**src/rtl/fifo_uart_tx.sv**
```systemverilog
// fifo_uart_tx: pulls words from a synchronous FIFO and sends each one as a UART frame.
// Frame layout: start bit, DATA_WIDTH data bits LSB-first, optional parity, 1 or 2 stop bits.
// The line idles high. Two extra high cycles (POP, LOAD) separate back-to-back frames.
module fifo_uart_tx #(
    parameter int DATA_WIDTH   = 10,
    parameter int CLKS_PER_BIT = 16,
    parameter int PARITY_EN    = 0,
    parameter int PARITY_ODD   = 0,
    parameter int STOP_BITS    = 1,
    parameter int CNT_WIDTH    = $clog2(CLKS_PER_BIT)
) (
    input  logic                  clk_i,
    input  logic                  rst_i,
    input  logic                  enable_i,
    input  logic                  fifo_empty_i,
    input  logic [DATA_WIDTH-1:0] fifo_rdata_i,
    output logic                  fifo_rd_en_o,
    output logic                  tx_o,
    output logic                  busy_o,
    output logic                  frame_done_o
);

    // The bit index counts data bits, and is reused to count stop bits.
    localparam int BIT_W = (DATA_WIDTH > 1) ? $clog2(DATA_WIDTH) : 1;

    localparam logic [CNT_WIDTH-1:0] BAUD_LAST  = CNT_WIDTH'(CLKS_PER_BIT - 1);
    localparam logic [BIT_W-1:0]     DATA_LAST  = BIT_W'(DATA_WIDTH - 1);
    localparam logic [BIT_W-1:0]     STOP_LAST  = BIT_W'(STOP_BITS - 1);
    localparam logic                 PARITY_INV = (PARITY_ODD != 0);

    localparam logic [2:0] S_IDLE   = 3'd0;
    localparam logic [2:0] S_POP    = 3'd1;
    localparam logic [2:0] S_LOAD   = 3'd2;
    localparam logic [2:0] S_START  = 3'd3;
    localparam logic [2:0] S_DATA   = 3'd4;
    localparam logic [2:0] S_PARITY = 3'd5;
    localparam logic [2:0] S_STOP   = 3'd6;

    logic [2:0]            state_q,    state_d;
    logic [CNT_WIDTH-1:0]  baud_cnt_q, baud_cnt_d;
    logic [BIT_W-1:0]      bit_idx_q,  bit_idx_d;
    logic [DATA_WIDTH-1:0] shift_q,    shift_d;
    logic                  parity_q,   parity_d;
    logic                  baud_tick;
    logic                  more_work;

    assign baud_tick = (baud_cnt_q == BAUD_LAST);
    assign more_work = enable_i && !fifo_empty_i;

    // Next-state logic: frame sequencing and bit-period timing.
    always_comb begin
        state_d    = state_q;
        baud_cnt_d = baud_cnt_q;
        bit_idx_d  = bit_idx_q;
        shift_d    = shift_q;
        parity_d   = parity_q;
        case (state_q)
            S_IDLE: begin
                if (more_work) begin
                    state_d = S_POP;
                end
            end
            S_POP: begin
                state_d = S_LOAD;
            end
            S_LOAD: begin
                // The FIFO's registered data is valid one cycle after the pop.
                shift_d    = fifo_rdata_i;
                parity_d   = (^fifo_rdata_i) ^ PARITY_INV;
                baud_cnt_d = '0;
                bit_idx_d  = '0;
                state_d    = S_START;
            end
            S_START, S_DATA, S_PARITY, S_STOP: begin
                if (!baud_tick) begin
                    baud_cnt_d = baud_cnt_q + 1'b1;
                end else begin
                    baud_cnt_d = '0;
                    case (state_q)
                        S_START: begin
                            state_d = S_DATA;
                        end
                        S_DATA: begin
                            shift_d = shift_q >> 1;
                            if (bit_idx_q == DATA_LAST) begin
                                bit_idx_d = '0;
                                state_d   = (PARITY_EN != 0) ? S_PARITY : S_STOP;
                            end else begin
                                bit_idx_d = bit_idx_q + 1'b1;
                            end
                        end
                        S_PARITY: begin
                            state_d = S_STOP;
                        end
                        default: begin
                            // Last stop bit: chain straight into the next pop when work is waiting.
                            if (bit_idx_q == STOP_LAST) begin
                                bit_idx_d = '0;
                                state_d   = more_work ? S_POP : S_IDLE;
                            end else begin
                                bit_idx_d = bit_idx_q + 1'b1;
                            end
                        end
                    endcase
                end
            end
            default: begin
                state_d = S_IDLE;
            end
        endcase
    end

    // State registers; an async reset drops any frame in flight, including a popped word.
    always_ff @(posedge clk_i or posedge rst_i) begin
        if (rst_i) begin
            state_q    <= S_IDLE;
            baud_cnt_q <= '0;
            bit_idx_q  <= '0;
            shift_q    <= '0;
            parity_q   <= 1'b0;
        end else begin
            state_q    <= state_d;
            baud_cnt_q <= baud_cnt_d;
            bit_idx_q  <= bit_idx_d;
            shift_q    <= shift_d;
            parity_q   <= parity_d;
        end
    end

    // Line driver is decoded from state, so reset forces the line high without a clock.
    always_comb begin
        tx_o = 1'b1;
        case (state_q)
            S_START:  tx_o = 1'b0;
            S_DATA:   tx_o = shift_q[0];
            S_PARITY: tx_o = parity_q;
            default:  tx_o = 1'b1;
        endcase
    end

    assign fifo_rd_en_o = (state_q == S_POP);
    assign busy_o       = (state_q != S_IDLE);
    assign frame_done_o = (state_q == S_STOP) && baud_tick && (bit_idx_q == STOP_LAST);

endmodule

```
**config.mk**
```make
export PLATFORM = sky130hd
export DESIGN_NAME = fifo_uart_tx
export DESIGN_NICKNAME = d
export VERILOG_FILES = /design/src/rtl/fifo_uart_tx.sv
export SDC_FILE = /design/constraint.sdc
export NUM_CORES = 1
export LEC_CHECK = 0
export BUFFER_PORTS_ARGS = -buffer_cell sky130_fd_sc_hd__buf_2
export CAP_MARGIN = 5
export CORE_MARGIN = 2
export CORE_UTILIZATION = 50
export DETAILED_ROUTE_END_ITERATION = 16
export GPL_TIMING_DRIVEN = 0
export PLACE_DENSITY = 0.69
export SYNTH_ARGS = -nofsm -noshare
export SYNTH_HDL_FRONTEND = slang
export SYNTH_SLANG_ARGS = --single-unit
export TNS_END_PERCENT = 5
```
**constraint.sdc**
```tcl
create_clock -name clk_i -period 3.7 [get_ports clk_i]
set_input_delay 0.925 -clock clk_i [delete_from_list [all_inputs] [get_ports clk_i]]
set_output_delay 0.925 -clock clk_i [all_outputs]
set_load 0.03 [all_outputs]
```
# --- Word-level counts from Yosys, hierarchy flattened ---
# Index checks and enable logic that the tools add are counted.
word_totals:
  ff_bits: 22
  input_bits: 14
classes:
  n_addsub: 2
  eq_ne: 14
  mux: 18
  n_reduce_logical: 14
op_table:
  columns: ["cell", "count"]
  rows:
  - ["$pmux W4 S2", 3]
  - ["$mux W10", 2]
  - ["$pmux W10 S2", 1]
  - ["$mux W4", 4]
  - ["$mux W3", 4]
  - ["$pmux W3 S4", 1]
  - ["$reduce_xor A10 Y1", 1]
  - ["$eq A3 B3 Y1 const B", 3]
  - ["$pmux W3 S3", 1]
  - ["$add A4 B1 Y4 const B", 2]
  - ["$eq A4 B4 Y1 const B", 2]
  - ["$ne A2 B2 Y1 const B", 4]
  - ["$eq A3 B2 Y1 const B", 2]
  - ["$reduce_and A3 Y1", 2]
  - ["$ne A5 B5 Y1 const B", 1]
  - ["$logic_not A4 Y1", 1]
  - ["$reduce_and A4 Y1", 1]
  - ["$reduce_or A4 Y1", 1]
  - ["$eq A3 B1 Y1 const B", 1]
  - ["$logic_and A1 B1 Y1", 3]
  - ["$logic_not A3 Y1", 1]
  - ["$ne A3 B3 Y1 const B", 1]
  - ["$pmux W1 S3", 1]
  - ["$reduce_bool A3 Y1", 1]
  - ["other kinds (4)", 4]

# --- Longest topological paths before layout ---
logic_depth:
  depth_word: 7
  ltp_mapped: 6
  mapped_depth_nobuf: 6

# --- Worst setup path after synthesis ---
# Ideal clock, no wire load.
synth_path:
  path_type: "reg-to-output"
  from: "register bit_idx_q[0]"
  to: "output port frame_done_o"
  t_arrival_ns: 1.780
  required_time_ns: 2.775
  setup_slack_ns: 0.995
  path_stages_with_launch: 5
  n_path_buf: 0
  path_cell_list: "dfrtp_1 inv_1 ha_1 or3b_2 nor3_1"
synth_between:
  elab_chain_cells: 2
synth_lines:
  columns: ["element", "line_no", "text"]
  rows:
  - ["start: declaration", "41", "logic [BIT_W-1:0] bit_idx_q, bit_idx_d;"]
  - ["start signal: assignment", "124", "bit_idx_q <= bit_idx_d;"]
  - ["$logic_not A4 Y1", "143", "assign frame_done_o = (state_q == S_STOP) && baud_tick && (bit_idx_q == STOP_LAST);"]
  - ["$logic_and A1 B1 Y1", "143", null]
  - ["end: declaration", "20", "output logic frame_done_o"]
# Every way passes these cells.

# --- Worst setup path after layout ---
# Same ends and word-level chain as after synthesis.

==> qor.txt <==
crit-path max FO = 4
via count = 1178
global route total overflow = 0
die height = 59.0 um
final setup margin = 0.825 ns
flop2flop setup slack = 1.71 ns
Main synth FF type = dfrtp_1
num ports = 18
post-CTS setup buffers = 0
Final min period = 2.88 ns
DR WL met2 = 1.47 mm
H-Tree Depth = 1
Post-DP HPWL = 2.35 mm
Power Density = 879 nW/um^2
worst rel slew slack = 0.424
Die Wd = 59.0 um
worst hold path depth = 1
Final setup viols = 0
Diodes inserted = 0
average vias per placed instance = 5.86
Worst-Skew Late Latency = 0.31 ns
unrepaired setup endpoints after global routing = false
peak supply drop = 432 uV
RR Endpoint = shift_q[2]
slowest stage delay, CP = 0.48 ns
Inst Count DP = 197
CP startpoint kind = flop
largest net degree at the start of global routing = 23
WHS = 0.522 ns
min-delay src = shift_q[2]
worst hold endpoint = shift_q[2]
Worst setup EP type = output pin
Max Clock Freq = 0.348 GHz
Post-Syn Nets = 167
antenna viol nets, final = 0
cell area after layout = 1690 um^2
antenna violations before repair = 0
overall power = 1.49 mW
CTS resizes = 0
met3 wire len = 134 um
DRT met1 WL = 1.51 mm
Placed Area = 1640 um^2
critical path class = reg2out
reg2reg start = state_q[1]
Leakage = 0.728 nW
Yosys warnings = 0
most common cell in the netlist = dfrtp_1
Seq/Total Area, Yosys = 0.364
share of the synthesized area in the top cell type = 0.364
Crit-path slowest cell = or3b_2
gpl congestion = 0.817
share of cells above drive strength 1 = 0.329
DR top layer = met3
asr flop ratio synth = 1.00
drt wl/cell = 15.5 um
Post-synth EDFFs = 0
Layout Skew = 0.00743 ns
num rows = 19
synth unique cells = 42
status = complete, no violations
die area = 3480 um^2
Final period util = 0.777
Mapped Area = 1510 um^2
Worst Tran Pin Value = 0.863 ns
initial drt markers = 28
clk sink count = 22
Root Driver = clkbuf_4
critical path arrival = 1.95 ns
Post-CTS Hold Fix Bufs = 0
Final Hold Viols = 0
Nets = 189
hold crit path type = reg2reg
Synth area leader = dfrtp_1
FF+latch count, synth = 22
vias in the first global route = 1168
CTS tree = built
port buffer count = 17
Num CTS Buffers = 3
P&R area growth vs syn = 11.7%
top cells by area, synth = dfrtp_1, mux2_2, xnor2_1, ha_1, mux2i_1
clk slew on worst S/H paths = 0.13 ns
maximum clock insertion buffer count = 2
Max-cap violations = 0
Worst Path Required = 2.77 ns
drt first pass iters = 4
Starting Density = 0.539
Post-Place Setup Slack = 1.20 ns
Residual DRC = 0
Mapped Cells = 149
most frequent cells after synthesis = dfrtp_1, mux2_2, nand2_1
first-pass GRT wire length = 5.20 mm
CP Cell Sequence = inv_1, ha_1, or3b_2, nor3_1, buf_2
Worst R2R Path Depth = 4
GRT Total Usage = 0.191
core area = 2810 um^2
Routed WL = 3.11 mm
Fin Setup TNS = 0 ns
Core Util, Final = 0.602
non-filler instance count after layout = 201
final slew viol count = 0
syn_area_per_cell = 10.2 um^2
-- cells by family (layout without fill, tap and decap cells) --
family,after synthesis,in the layout,synth area share
DFF,22,22,0.364
adders and majority gates,4,4,0.0331
AOI/OAI and AO/OA,32,32,0.146
muxes,25,25,0.185
and+or+nand+nor,41,41,0.153
xor gates and xnor gates,11,11,0.0728
buffers and inverters,14,35,0.0455
-- flip-flops by register name, indices dropped and copies added (netlist names) --
name        cells
shift_q        10
baud_cnt_q      4
state_q         3
bit_idx_q       4
parity_q        1
-- worst max-delay path: cells and delay by family, from the launching register on --
kind,cells,cell delay [ns]
adder cells (fa/ha/maj),1,0.19
AND/OR/NAND/NOR,2,0.67
buffers and inverters,2,0.34
flip-flops,1,0.45
-- cells in the final DEF, fill, tap and decap left out, types with 4 or more instances in the layout --
cell | Yosys | routed
mux2_2 | 20 | 20
a21oi_1 | 6 | 6
nand3_1 | 6 | 6
buf_2 | 4 | 21
mux2i_1 | 4 | 4
o2111ai_1 | 4 | 4
or2_2 | 4 | 4
dfrtp_1 | 22 | 22
nand2b_1 | 5 | 5
xnor2_1 | 8 | 8
ha_1 | 4 | 4
o21ai_0 | 5 | 5
inv_1 | 7 | 7
nand2_1 | 10 | 10
nor2_1 | 4 | 4
-- worst max-delay path by stage --
stage / slack [ns] / end / from / depth (start not counted)
CTS: 0.83 / frame_done_o / bit_idx_q[0] / 5
detailed placement: 1.20 / frame_done_o / bit_idx_q[0] / 5
global placement: 1.23 / frame_done_o / bit_idx_q[0] / 5
floorplan: 1.0 / frame_done_o / bit_idx_q[0] / 4
global route: 0.73 / frame_done_o / bit_idx_q[0] / 5
finish: 0.82 / frame_done_o / bit_idx_q[0] / 5
-- report_power, final --
group          internal (mW)  total [mW]  switching (mW)
combinational          0.421       0.879           0.458
sequential             0.346       0.419          0.0728
clock                  0.109       0.187          0.0776
total                  0.876        1.49           0.609
-- area by class of cell --
cell class / instances / area [um^2]
buffer: 7 / 42.5
clock buffer: 3 / 22.5
clock inverter: 1 / 30.0
fill: 263 / 1120
inverter: 7 / 26.3
multi-input combinational: 113 / 893
sequential: 22 / 551
tap: 31 / 38.8
timing repair buffer: 17 / 85.1
-- per-layer routing --
layer  global-route usage  vias to the layer above
li1                     -                      579
met1                0.266                      569
met2                0.321                       30
met3               0.0284                        0
met4               0.0325                        0
met5                    0                        -
No activity file was read; power rests on OpenSTA's default activity.
